[config.mk]
export PLATFORM = sky130hd
export DESIGN_NAME = nram_regfile_mp_flat
export DESIGN_NICKNAME = d
export VERILOG_FILES = /design/src/rtl/nram_regfile_mp_if.sv /design/src/rtl/nram_regfile_mp.sv /design/src/flat_wrapper.sv
export SDC_FILE = /design/constraint.sdc
export NUM_CORES = 1
export LEC_CHECK = 0
export ABC_AREA = 1
export CORE_UTILIZATION = 35
export CTS_CLUSTER_DIAMETER = 50
export DETAILED_ROUTE_END_ITERATION = 10
export PLACE_DENSITY_LB_ADDON = 0.12
export SYNTH_ARGS = -nofsm -noshare
export SYNTH_HDL_FRONTEND = slang
export SYNTH_SLANG_ARGS = --single-unit
[constraint.sdc]
create_clock -name clk -period 2.1 [get_ports clk]
set_input_delay 0.42 -clock clk [delete_from_list [all_inputs] [get_ports clk]]
set_output_delay 0.42 -clock clk [all_outputs]
set_load 0.02 [all_outputs]
[src/rtl/nram_regfile_mp_if.sv]
// nram_regfile_mp_if: write, dual-read and clear bus of the nram_regfile_mp register file
interface nram_regfile_mp_if #(
   parameter int WIDTH = 8,
   parameter int DEPTH = 4
);
   localparam int AW = $clog2(DEPTH);
   logic [WIDTH-1:0] io_D;
   logic [AW-1:0]    io_WADD;
   logic             io_WEN;
   logic [AW-1:0]    io_RADD_0;
   logic [AW-1:0]    io_RADD_1;
   logic [WIDTH-1:0] io_Q_0;
   logic [WIDTH-1:0] io_Q_1;
   logic             io_QV_0;
   logic             io_QV_1;
   logic             io_CLR;
   logic             io_BUSY;
   logic             io_WERR;
   modport master (
      output io_D, io_WADD, io_WEN, io_RADD_0, io_RADD_1, io_CLR,
      input  io_Q_0, io_Q_1, io_QV_0, io_QV_1, io_BUSY, io_WERR
   );
   modport slave (
      input  io_D, io_WADD, io_WEN, io_RADD_0, io_RADD_1, io_CLR,
      output io_Q_0, io_Q_1, io_QV_0, io_QV_1, io_BUSY, io_WERR
   );
endinterface

[src/rtl/nram_regfile_mp.sv]
// nram_regfile_mp: DEPTH x WIDTH register file, one write port, two registered read ports, per-entry valid bits and a hardware clear sequencer; define NRAM_RF_WR_BYPASS_EN for write-through read bypass
module nram_regfile_mp #(
   parameter int WIDTH = 8,
   parameter int DEPTH = 4
) (
   input logic clk,
   input logic reset,
   nram_regfile_mp_if.slave bus
);
   localparam int AW = $clog2(DEPTH);
   typedef enum logic {IDLE, CLEAR} state_t;
   state_t           state;
   logic [WIDTH-1:0] mem [DEPTH];
   logic [DEPTH-1:0] valid;
   logic [AW-1:0]    cnt;
   logic [WIDTH-1:0] q_0, q_1, rd_0, rd_1;
   logic             qv_0, qv_1, rv_0, rv_1, busy, werr, wr_ok, wr_drop;
   assign wr_ok   = (state == IDLE) && bus.io_WEN && !bus.io_CLR;
   assign wr_drop = bus.io_WEN && !wr_ok;
`ifdef NRAM_RF_WR_BYPASS_EN
   assign rd_0 = (wr_ok && bus.io_WADD == bus.io_RADD_0) ? bus.io_D : mem[bus.io_RADD_0];
   assign rd_1 = (wr_ok && bus.io_WADD == bus.io_RADD_1) ? bus.io_D : mem[bus.io_RADD_1];
   assign rv_0 = (wr_ok && bus.io_WADD == bus.io_RADD_0) || valid[bus.io_RADD_0];
   assign rv_1 = (wr_ok && bus.io_WADD == bus.io_RADD_1) || valid[bus.io_RADD_1];
`else
   assign rd_0 = mem[bus.io_RADD_0];
   assign rd_1 = mem[bus.io_RADD_1];
   assign rv_0 = valid[bus.io_RADD_0];
   assign rv_1 = valid[bus.io_RADD_1];
`endif
   assign bus.io_Q_0  = q_0;
   assign bus.io_Q_1  = q_1;
   assign bus.io_QV_0 = qv_0;
   assign bus.io_QV_1 = qv_1;
   assign bus.io_BUSY = busy;
   assign bus.io_WERR = werr;
   // Storage, clear sequencer and registered read/status outputs
   always_ff @(posedge clk or negedge reset) begin
      if (!reset) begin
         for (int i = 0; i < DEPTH; i++) mem[i] <= '0;
         valid <= '0;
         cnt   <= '0;
         state <= IDLE;
         busy  <= 1'b0;
         werr  <= 1'b0;
         q_0   <= '0;
         q_1   <= '0;
         qv_0  <= 1'b0;
         qv_1  <= 1'b0;
      end else begin
         q_0  <= rd_0;
         q_1  <= rd_1;
         qv_0 <= rv_0;
         qv_1 <= rv_1;
         werr <= wr_drop;
         if (state == IDLE) begin
            if (bus.io_CLR) begin
               state <= CLEAR;
               cnt   <= '0;
               busy  <= 1'b1;
            end else if (wr_ok) begin
               mem[bus.io_WADD]   <= bus.io_D;
               valid[bus.io_WADD] <= 1'b1;
            end
         end else begin
            mem[cnt]   <= '0;
            valid[cnt] <= 1'b0;
            cnt        <= cnt + 1'b1;
            if (cnt == AW'(DEPTH - 1)) begin
               state <= IDLE;
               busy  <= 1'b0;
            end
         end
      end
   end
endmodule
[src/flat_wrapper.sv]
// flat-port wrapper written by rule: the top's interface ports become plain ports
module nram_regfile_mp_flat 
#(
   parameter int WIDTH = 8,
   parameter int DEPTH = 4
)
  (clk, reset, bus_io_D, bus_io_WADD, bus_io_WEN, bus_io_RADD_0, bus_io_RADD_1, bus_io_CLR, bus_io_Q_0, bus_io_Q_1, bus_io_QV_0, bus_io_QV_1, bus_io_BUSY, bus_io_WERR);
  nram_regfile_mp_if #(.WIDTH(WIDTH), .DEPTH(DEPTH)) bus_i ();
  input logic clk;
  input logic reset;
  input wire logic [$bits(bus_i.io_D)-1:0] bus_io_D;
  input wire logic [$bits(bus_i.io_WADD)-1:0] bus_io_WADD;
  input wire logic [$bits(bus_i.io_WEN)-1:0] bus_io_WEN;
  input wire logic [$bits(bus_i.io_RADD_0)-1:0] bus_io_RADD_0;
  input wire logic [$bits(bus_i.io_RADD_1)-1:0] bus_io_RADD_1;
  input wire logic [$bits(bus_i.io_CLR)-1:0] bus_io_CLR;
  output wire logic [$bits(bus_i.io_Q_0)-1:0] bus_io_Q_0;
  output wire logic [$bits(bus_i.io_Q_1)-1:0] bus_io_Q_1;
  output wire logic [$bits(bus_i.io_QV_0)-1:0] bus_io_QV_0;
  output wire logic [$bits(bus_i.io_QV_1)-1:0] bus_io_QV_1;
  output wire logic [$bits(bus_i.io_BUSY)-1:0] bus_io_BUSY;
  output wire logic [$bits(bus_i.io_WERR)-1:0] bus_io_WERR;
  assign bus_i.io_D = bus_io_D;
  assign bus_i.io_WADD = bus_io_WADD;
  assign bus_i.io_WEN = bus_io_WEN;
  assign bus_i.io_RADD_0 = bus_io_RADD_0;
  assign bus_i.io_RADD_1 = bus_io_RADD_1;
  assign bus_i.io_CLR = bus_io_CLR;
  assign bus_io_Q_0 = bus_i.io_Q_0;
  assign bus_io_Q_1 = bus_i.io_Q_1;
  assign bus_io_QV_0 = bus_i.io_QV_0;
  assign bus_io_QV_1 = bus_i.io_QV_1;
  assign bus_io_BUSY = bus_i.io_BUSY;
  assign bus_io_WERR = bus_i.io_WERR;
  nram_regfile_mp #(.WIDTH(WIDTH), .DEPTH(DEPTH)) u_core (.clk(clk), .reset(reset), .bus(bus_i));
endmodule
## Word level (Yosys, flattened, before mapping)

Cells that the tools add are included.

- Add/subtract/negate cells: 1
- $lt $le $gt $ge: 12
- Eq/ne operators: 3
- Multiplexer cells: 33
- Bitwise logic cells: 10
- Reductions and logical operators: 13

Operator list:

| operator | number |
|---|---|
| $mux 32 | 3 |
| $mux 8 | 6 |
| $and 32x32->32 | 1 |
| $bmux 8 s2 | 2 |
| $bwmux 32 | 1 |
| $demux 8 s2 | 2 |
| $not 32->32 | 1 |
| $ge 3x3->1 const B | 4 |
| $lt 2x3->1 const B | 4 |
| $mux 4 | 3 |
| $not 2->3 | 4 |
| $mux 1 | 10 |
| $logic_and 1x1->1 | 7 |
| $lt 3x1->1 const B | 2 |
| $and 4x4->4 | 1 |
| $bmux 1 s2 | 2 |
| $demux 1 s2 | 2 |
| $ge 2x1->1 const B | 2 |
| $mux 2 | 2 |
| $not 4->4 | 1 |
| $or 4x4->4 | 1 |
| $reduce_and 2->1 | 2 |
| $reduce_bool 2->1 | 2 |
| $add 2x1->2 const B | 1 |
| 5 further kinds | 6 |

- Flip-flop bits (word level): 59
- Word-level logic and storage cells: 85

## Longest topological paths before layout

Gate-level depths: netlist of the first run.

- Depth in word-level cells: 9
- Gate-level depth with buffers: 7

## Worst setup path before layout of the first run

OpenSTA, ideal clock, no wires.

- Kind: register to register
- Start: register u_core.cnt[0]
- End: register u_core.valid[2]
- Setup time: 136 ps
- Arrival time: 1,007 ps
- Data required time: 1,964 ps
- Path slack: 957 ps
- Cell stages (with the launch flop): 6
- Path buffers: 0
- Period minus slack after synthesis: 1,143 ps
- Cell sequence: dfrtp_1 inv_1 ha_1 clkinv_1 o21ai_0 o21ai_0

- Cells in the longest elaborated chain, start to end: 7
- Elaborated cells between the ends (all ways): 8
- Classes of those cells: order compare: 2; mux: 3; bitwise: 2; reduce/logical: 1

Ends and longest elaborated chain:

| what | line | text |
|---|---|---|
| start, declared | nram_regfile_mp.sv:15 | `logic [AW-1:0] cnt;` |
| start signal, assigned | nram_regfile_mp.sv:68 | `cnt <= cnt + 1'b1;` |
| $lt 2x3->1 (not written as such) / $ge 2x1->1 (equally long branches) | nram_regfile_mp.sv:67 | `valid[cnt] <= 1'b0;` |
| $logic_and 1x1->1 (not written as such) | nram_regfile_mp.sv:67 |  |
| $mux 1 (not written as such) | nram_regfile_mp.sv:67 |  |
| $demux 1 s2 * | n/a |  |
| $not 4->4 (no line) * | n/a |  |
| $and 4x4->4 (no line) * | n/a |  |
| $mux 4 * | nram_regfile_mp.sv:56 | `if (state == IDLE) begin` |
| end signal, assigned | nram_regfile_mp.sv:41 | `valid <= '0;` |
| end signal, assigned by index | nram_regfile_mp.sv:63 | `valid[bus.io_WADD] <= 1'b1;` |
| end signal, assigned by index | nram_regfile_mp.sv:67 |  |
| end, declared | nram_regfile_mp.sv:14 | `logic [DEPTH-1:0] valid;` |

Mark *: on every way between the ends. The rest lies on a longest branch, timed or not.
A chain may end at the register's enable or synchronous reset.

## Final worst setup path of the first run

- Start: register u_core.busy, in the netlist u_core.bus.io_BUSY
- End: output bus_io_BUSY

RTL lines:

| what | line | text |
|---|---|---|
| start, declared | nram_regfile_mp.sv:17 | `logic qv_0, qv_1, rv_0, rv_1, busy, werr, wr_ok, wr_drop;` |
| start signal, assigned | nram_regfile_mp.sv:44 | `busy <= 1'b0;` |
| start signal, assigned | nram_regfile_mp.sv:60 | `busy <= 1'b1;` |
| start signal, assigned | nram_regfile_mp.sv:71 | `busy <= 1'b0;` |
| end, declared | flat_wrapper.sv:21 | `output wire logic [$bits(bus_i.io_BUSY)-1:0] bus_io_BUSY;` |

No word-level cell between the ends.

==> impl_results.md, run 1 <==
* IR drop worst, VDD at 0.000492 V
* Kind of launch point of the worst setup path: flop
* Post-Place Setup Slack at 259 ps
* Largest net degree at the start of global routing at 42
* X dimension of the die at 99.4 um
* Wire length of the first global-routing pass at 14800 um
* Number of buffers added by the clock tree synthesis step at 9
* Maximum cell stage delay along the critical path at 610 ps
* Final Hold Vio Count at 0
* Clock input transition at the sequential cells of the worst setup and hold paths at roughly 70 ps
* Share of layout cells above drive strength 1 at 7.35%
* Placement row count at 35
* Count of max-cap constraint violations at 0
* Initial detailed-routing violation count at 196
* DIE AREA at 9880 um^2
* Share of the synthesized area in the top cell type at 44.5%
* CTS tree: built
* Total count of max-transition violations in the final report at 0
* Number of antenna cells inserted at 0
* Number of synthesized register bits at 59
* Clock Root Buffer: sky130_fd_sc_hd__clkbuf_8
* Largest area contributor in the netlist: sky130_fd_sc_hd__dfrtp_1
* Clock network fraction of total power at between 20% and 30%
* Share of synthesized area spent on multiplexers at 0%
* H-tree depth at 3
* Vias per cell at ~4.9
* Sequential share of the synthesized area at 44.5%
* First-pass DRT Iterations at 5
* Count of hold-fix buffers inserted at cts at 0
* Number of cells upsized or downsized after cts at 0
* Shortest period the worst path allows at 1720 ps
* Xor/xnor cell area share of the yosys netlist at 0%
* Arrival time at the worst endpoint at 1300 ps
* Post-Syn Instances at approximately 480
* Number of synthesized flops with an enable pin at 0
* Average instance area after synthesis at 6.99 um^2
* Post-detailed-placement half-perimeter wirelength at about 6400 um
* Final weighted congestion of routability-driven global placement at 0.802
* IO Pins at 38
* Max Freq at approximately 580 MHz
* Detail-routed net length per standard cell at 13.9 um
* Worst setup path class: reg2out
* Power share of the sequential group at 38.2%
* Buffers & Inverters on Critical Path at 1
* Count of nets after finishing at 534
* Share of total power in combinational logic at roughly 40%
* Synth cell count leaders: sky130_fd_sc_hd__nand2_1 (219), sky130_fd_sc_hd__nand3_1 (61), sky130_fd_sc_hd__dfrtp_1 (59)
* Post-Synthesis Cell Area at 3320 um^2
* Clock buffer depth at 2
* Congestion Overflow GR at 0
* Transition time at the pin with the least slew margin at 477 ps
* Unique cell type count in the Yosys netlist at 21
* Power density over the cells at 1220 nW/um^2
* Required time at the endpoint of the critical path at about 1700 ps
* Combinational family with the most area after synthesis: simple AND/OR/NAND/NOR gates
* Number of global-route vias before repair at roughly 2900
* Critical path capture point type: primary output
* Total setup buffers inserted after CTS at 0
* Setup clock skew after layout at 8.99 ps
* Final setup viols at 0
* PnR worst setup slack at between 300 and 400 ps
* Number of antenna violations at the first check in global routing at 0
* Via count at 3058
* Starting density of the core at about 36%
* Class of the most critical hold timing path: in2async
* Antenna-violating nets left at 0
* Adder-Cell Fraction of Synth Area at between 1.5 and 2%
* Clock insertion delay at the later pin of the skew report at 340 ps
* Area fraction in compound gates after synthesis at under 10%
* Master of the slowest instance on the critical path: sky130_fd_sc_hd__clkdlybuf4s50_1
* Gr usage total at 19.7%
* Delay-heaviest family, CP: buffers and inverters
* Result of the run: finished, final reports clean
* Synth Area in Simple Gates at 39.2%
* Cells taking the most area after synthesis: sky130_fd_sc_hd__dfrtp_1 (44%), sky130_fd_sc_hd__nand2_1 (25%), sky130_fd_sc_hd__nand3_1 (9.2%)
* Syn. warnings at 0
* Final TNS setup at 0 ps
* Share of total power consumed by net switching at 41.2%
* Int Power at 2.90 mW
* Top FF cell, synth: sky130_fd_sc_hd__dfrtp_1
* Number of sinks on the clock net at 59
* Core region area at 9200 um^2
* Port buffer count at 37
* Post-detailed-route DRC marker count at 0
* Final cycle utilization of the critical path at 82.0%
* Count leader, synth: sky130_fd_sc_hd__nand2_1
* Final wirelength at 8710 um
* Crit path cell chain: clkdlybuf4s50_1
* Setup repair after global routing missed its margin: false
* CP Max Fanout at 2
* Overall die height at 99.4 um
* Static Leak at around 2.1 nW
* Net switching power of the design at 2.03 mW
* Syn nets at 497
* Area overhead of the layout relative to synthesis at 21.1%
* Asr flop ratio synth at 100%
* Relative slew margins at 68.1%
## metal layers
metal / track usage (%) / share of wire [%] / vias to the layer above
li1: - / - / 1569
met1: 27.0 / 48 / 1369
met2: 30.7 / 45 / 108
met3: 3.72 / 5.3 / 12
met4: 7.69 / 1.6 / 0
met5: 0 / 0 / -
## cell families (layout without fill, tap and decap cells)
logic type,after synthesis,count (layout)
compound gates,48,48
fa+ha+maj,4,4
buf+inv,59,101
flops,59,59
simple gates,305,305
## per-stage QoR
stage                     cells  hold slack [ps]  util [%]  area, um^2  power [mW]
after floorplan             475              124         -        3320        3.10
after global placement      612              385      41.5        3820        3.85
after detailed placement    612              386      41.5        3820        3.87
after CTS                   628             10.6      43.7        4020        4.96
after global routing        628             35.6      43.7        4020        5.32
final                       628             4.38      43.7        4020        4.92
## flip-flops by register name, indices dropped and copies added (netlist names)
register / count
u_core.bus.io_Q_0: 8
u_core.valid: 4
u_core.bus.io_BUSY: 1
u_core.bus.io_Q_1: 8
u_core.cnt: 2
u_core.state: 1
u_core.bus.io_QV_0: 1
u_core.bus.io_QV_1: 1
u_core.mem: 32
u_core.bus.io_WERR: 1
## power groups by stage
stage	clock network (mW)	logic, mW	registers (mW)
floorplan	0	1.15	1.96
global placement	0	1.96	1.89
detailed placement	0	1.97	1.90
CTS	1.11	1.98	1.88
global route	1.16	2.22	1.94
finish	1.07	1.97	1.88
## layout make-up
type | count | area [um^2]
clock buffers | 12 | 155
inverters | 40 | 150
clock inverters | 4 | 48.8
fillers | 970 | 5180
well taps | 111 | 139
repair buffers | 45 | 450
multi-input cells | 357 | 1600
flip-flops and latches | 59 | 1480
## worst paths after layout
| check | to | slack [ps] | cells after the start | start |
|---|---|---|---|---|
| max in group asynchronous | u_core.mem[1] | 1520 | 2 | reset |
| hold / removal | u_core.bus.io_QV_0 | 4 | 1 | reset |
| hold reg to reg | u_core.bus.io_BUSY | 510 | 2 | u_core.bus.io_BUSY |
| setup / recovery | bus_io_BUSY | 380 | 1 | u_core.bus.io_BUSY |
| setup reg to reg | u_core.mem[11] | 650 | 6 | u_core.state |
| min in group clk | u_core.bus.io_BUSY | 510 | 2 | u_core.bus.io_BUSY |
## placed cells by master, fill, tap and decap left out, drive strengths merged
cell type and count:
a21oi 4, a22o 1, buf 9, bufinv 1, clkbuf 12, clkdlybuf4s50 36
clkinv 5, dfrtp 59, ha 4, inv 38, nand2 227, nand3 61
nor2 17, o211ai 2, o21ai 41
No activity file was read; power rests on OpenSTA's default activity.
==> inputs of run 2 (changes only) <==
==> constraint.sdc (replaced) <==
create_clock -name clk -period 1.55 [get_ports clk]
set_input_delay 0.31 -clock clk [delete_from_list [all_inputs] [get_ports clk]]
set_output_delay 0.31 -clock clk [all_outputs]
set_load 0.02 [all_outputs]
==> run 2 against run 1 <==
  * First-iteration DRC count is 5.1% higher
  * Highest routed layer unchanged
  * Clock power is 36% higher
  * Non-clock buffer count is 23 higher
  * Wire length is 5.3% higher
  * Flip-flop and latch count stayed put
  * Clock skew is 4.3 ps lower
  * Clock-buffer cell count stayed put
  * Largest power group unchanged
  * Power is 37% higher
  * Core utilization is 2.3 points higher
  * Sequential power is 36% higher
  * Final cell count is 3.3% higher
  * Global-route usage is 1.2 points higher
  * Largest cell class unchanged
  * Critical endpoint is now u_core.valid[2]
  * Critical path type is now reg2reg
==> impl_results.md, run 2 (synthesis results as in run 1) <==
* Most flop-heavy register: u_core.mem
* Metal-1 WL at between 4000 and 5000 um
* Relative slew margins at about 74%
* Total power after layout at 6.74 mW
* Final wirelength at 9170 um
* CP Max Fanout at 9
* Detail-routed net length per standard cell at 14.1 um
* Starting density of the core at 36.1%
* Clock Root Buffer: sky130_fd_sc_hd__clkbuf_8
* Cells on worst reg2reg path at 5
* Final Hold Vio Count at 0
* Largest net degree at the start of global routing at 37
* Total count of max-transition violations in the final report at 0
* Class of the most critical hold timing path: in2async
* Max Freq at 734 MHz
* Final setup viols at 0
* Area overhead of the layout relative to synthesis at 27.5%
* Highest-count cells in the layout ignoring fill and taps: sky130_fd_sc_hd__nand2_1 (219), sky130_fd_sc_hd__nand3_1 (61), sky130_fd_sc_hd__dfrtp_1 (59)
* Vias per cell at 4.82
* Transition time at the pin with the least slew margin at 397 ps
* Overall die height at 99.4 um
* Count of filler cells inserted in the layout at 922
* X dimension of the die at approximately 99 um
* H-tree depth at 3
* Share of layout cells above drive strength 1 at about 11%
* Setup slack, reg-to-reg at 190 ps
* DIE AREA at 9880 um^2
* Core region area at 9200 um^2
* Number of buffers added by the clock tree synthesis step at 9
* Post-detailed-placement half-perimeter wirelength at 6590 um
* Static Leak at 2.31 nW
* Detailed-routed wire length on met2 at slightly below 4000 um
* Shortest period the worst path allows at 1360 ps
* Critical path capture point type: flop
* Port buffer count at 37
* Final cycle utilization of the critical path at 87.9%
* Result of the run: finished, final reports clean
* First-pass DRT Iterations at 5
* Register area at 1480 um^2
* Number of global-route vias before repair at 3070
* Post-detailed-route DRC marker count at 0
* Placement row count at 35
* Clock buffer depth at 2
* Total setup buffers inserted after CTS at 0
* Final TNS setup at 0 ps
* Clock insertion delay at the later pin of the skew report at 340 ps
* Number of antenna cells inserted at 0
* Via count at 3129
* Arrival time at the worst endpoint at 1570 ps
* Clock input transition at the sequential cells of the worst setup and hold paths at 70 ps
* Count of nets after finishing at about 560
* Initial detailed-routing violation count at 206
* Number of antenna violations at the first check in global routing at 0
* Setup repair after global routing missed its margin: false
* Detailed-routed wire length on met3 at 392 um
* Number of sinks on the clock net at 59
* Antenna-violating nets left at 0
* Gr usage total at 20.9%
* Worst setup path class: reg2reg
* Count of max-cap constraint violations at 0
* Wire length of the first global-routing pass at between 15000 and 20000 um
* Most common cell after layout, fill and taps aside: sky130_fd_sc_hd__nand2_1
* Congestion Overflow GR at 0
* Power density over the cells at 1590 nW/um^2
* IR drop worst, VDD at 0.000623 V
* Critical R2R Capture: u_core.valid[2]
* CTS tree: built
* Startpoint of the most critical register-to-register path: u_core.cnt[0]
* Max FFs per register at 32
* Setup clock skew after layout at 4.66 ps
* Top metal layer carrying routed signals: met4
* IO Pins at 38
* Multi-input gate area in the final layout at 1600 um^2
* Required time at the endpoint of the critical path at around 1800 ps
* Kind of launch point of the worst setup path: flop
* Final weighted congestion of routability-driven global placement at 0.797
[run 2: changes by cell type in the layout (fill, tap and decap cells not counted), sizes merged]
| cell | before | now |
|---|---|---|
| clkinv | 5 | 2 |
| dlygate4sd2 | 0 | 20 |
| buf | 9 | 31 |
| clkdlybuf4s50 | 36 | 16 |
| dlygate4sd3 | 0 | 1 |
| clkinvlp | 0 | 1 |
[run 2: final cells by class]
cell class,count,area share [%]
Clock buffer,12,3.90
Clock inverter,2,0.828
Inverter,40,3.64
Multi-Input combinational cell,357,37.8
Sequential cell,59,34.9
Tap cell,111,3.28
Timing Repair Buffer,68,15.7
[run 2: repair_timing]
item / 4_1_cts / 5_1_grt
resized for setup: 20 / 1
hold buffers: 1 / 0
hold endpoints to repair: 15 / 0
endpoints found under the setup margin: 20 / 1
[run 2: worst max-delay path by stage]
| stage | startpoint | to | slack, ps | depth (start not counted) |
|---|---|---|---|---|
| after CTS | u_core.cnt[0] | u_core.valid[0] | 140 | 5 |
| after detailed placement | bus_io_WADD[1] | u_core.mem[10] | -70 | 8 |
| after global placement | bus_io_WADD[1] | u_core.mem[10] | -50 | 8 |
| final | u_core.cnt[0] | u_core.valid[2] | 190 | 5 |
| after floorplan | u_core.cnt[0] | u_core.valid[2] | 410 | 5 |
| after global routing | u_core.cnt[0] | u_core.valid[2] | 30 | 5 |
[run 2: per-stage QoR]
stage | utilization [%] | area (um^2) | hold WS (ps) | cells | setup WS, ps
after floorplan | - | 3320 | 14.4 | 475 | 407
after global placement | 44.0 | 4040 | 256 | 634 | -52.2
after detailed placement | 44.0 | 4040 | 259 | 634 | -72.9
after CTS | 46.0 | 4230 | 433 | 649 | 142
after global routing | 46.0 | 4230 | 456 | 649 | 31.7
final | 46.0 | 4230 | 427 | 649 | 187
[run 2: report_power, final]
group          leakage [nW]  switching [mW]  internal (mW)
registers             0.793           0.476           2.09
clock network         0.104           0.601          0.854
logic                  1.41            1.71           1.01
[run 2: routing by layer]
metal	global-route usage (%)	up-vias
met4	9.73	0
li1	-	1604
met2	32.1	88
met1	29.4	1420
met3	2.60	17
met5	0	-
[run 2: worst max-delay path, cell delays in order (launching register included)]
cell and delay (ps):
sky130_fd_sc_hd__dfrtp_1 430, sky130_fd_sc_hd__inv_1 100, sky130_fd_sc_hd__ha_1 150, sky130_fd_sc_hd__clkinv_1 240
sky130_fd_sc_hd__o21ai_0 220, sky130_fd_sc_hd__o21ai_0 110
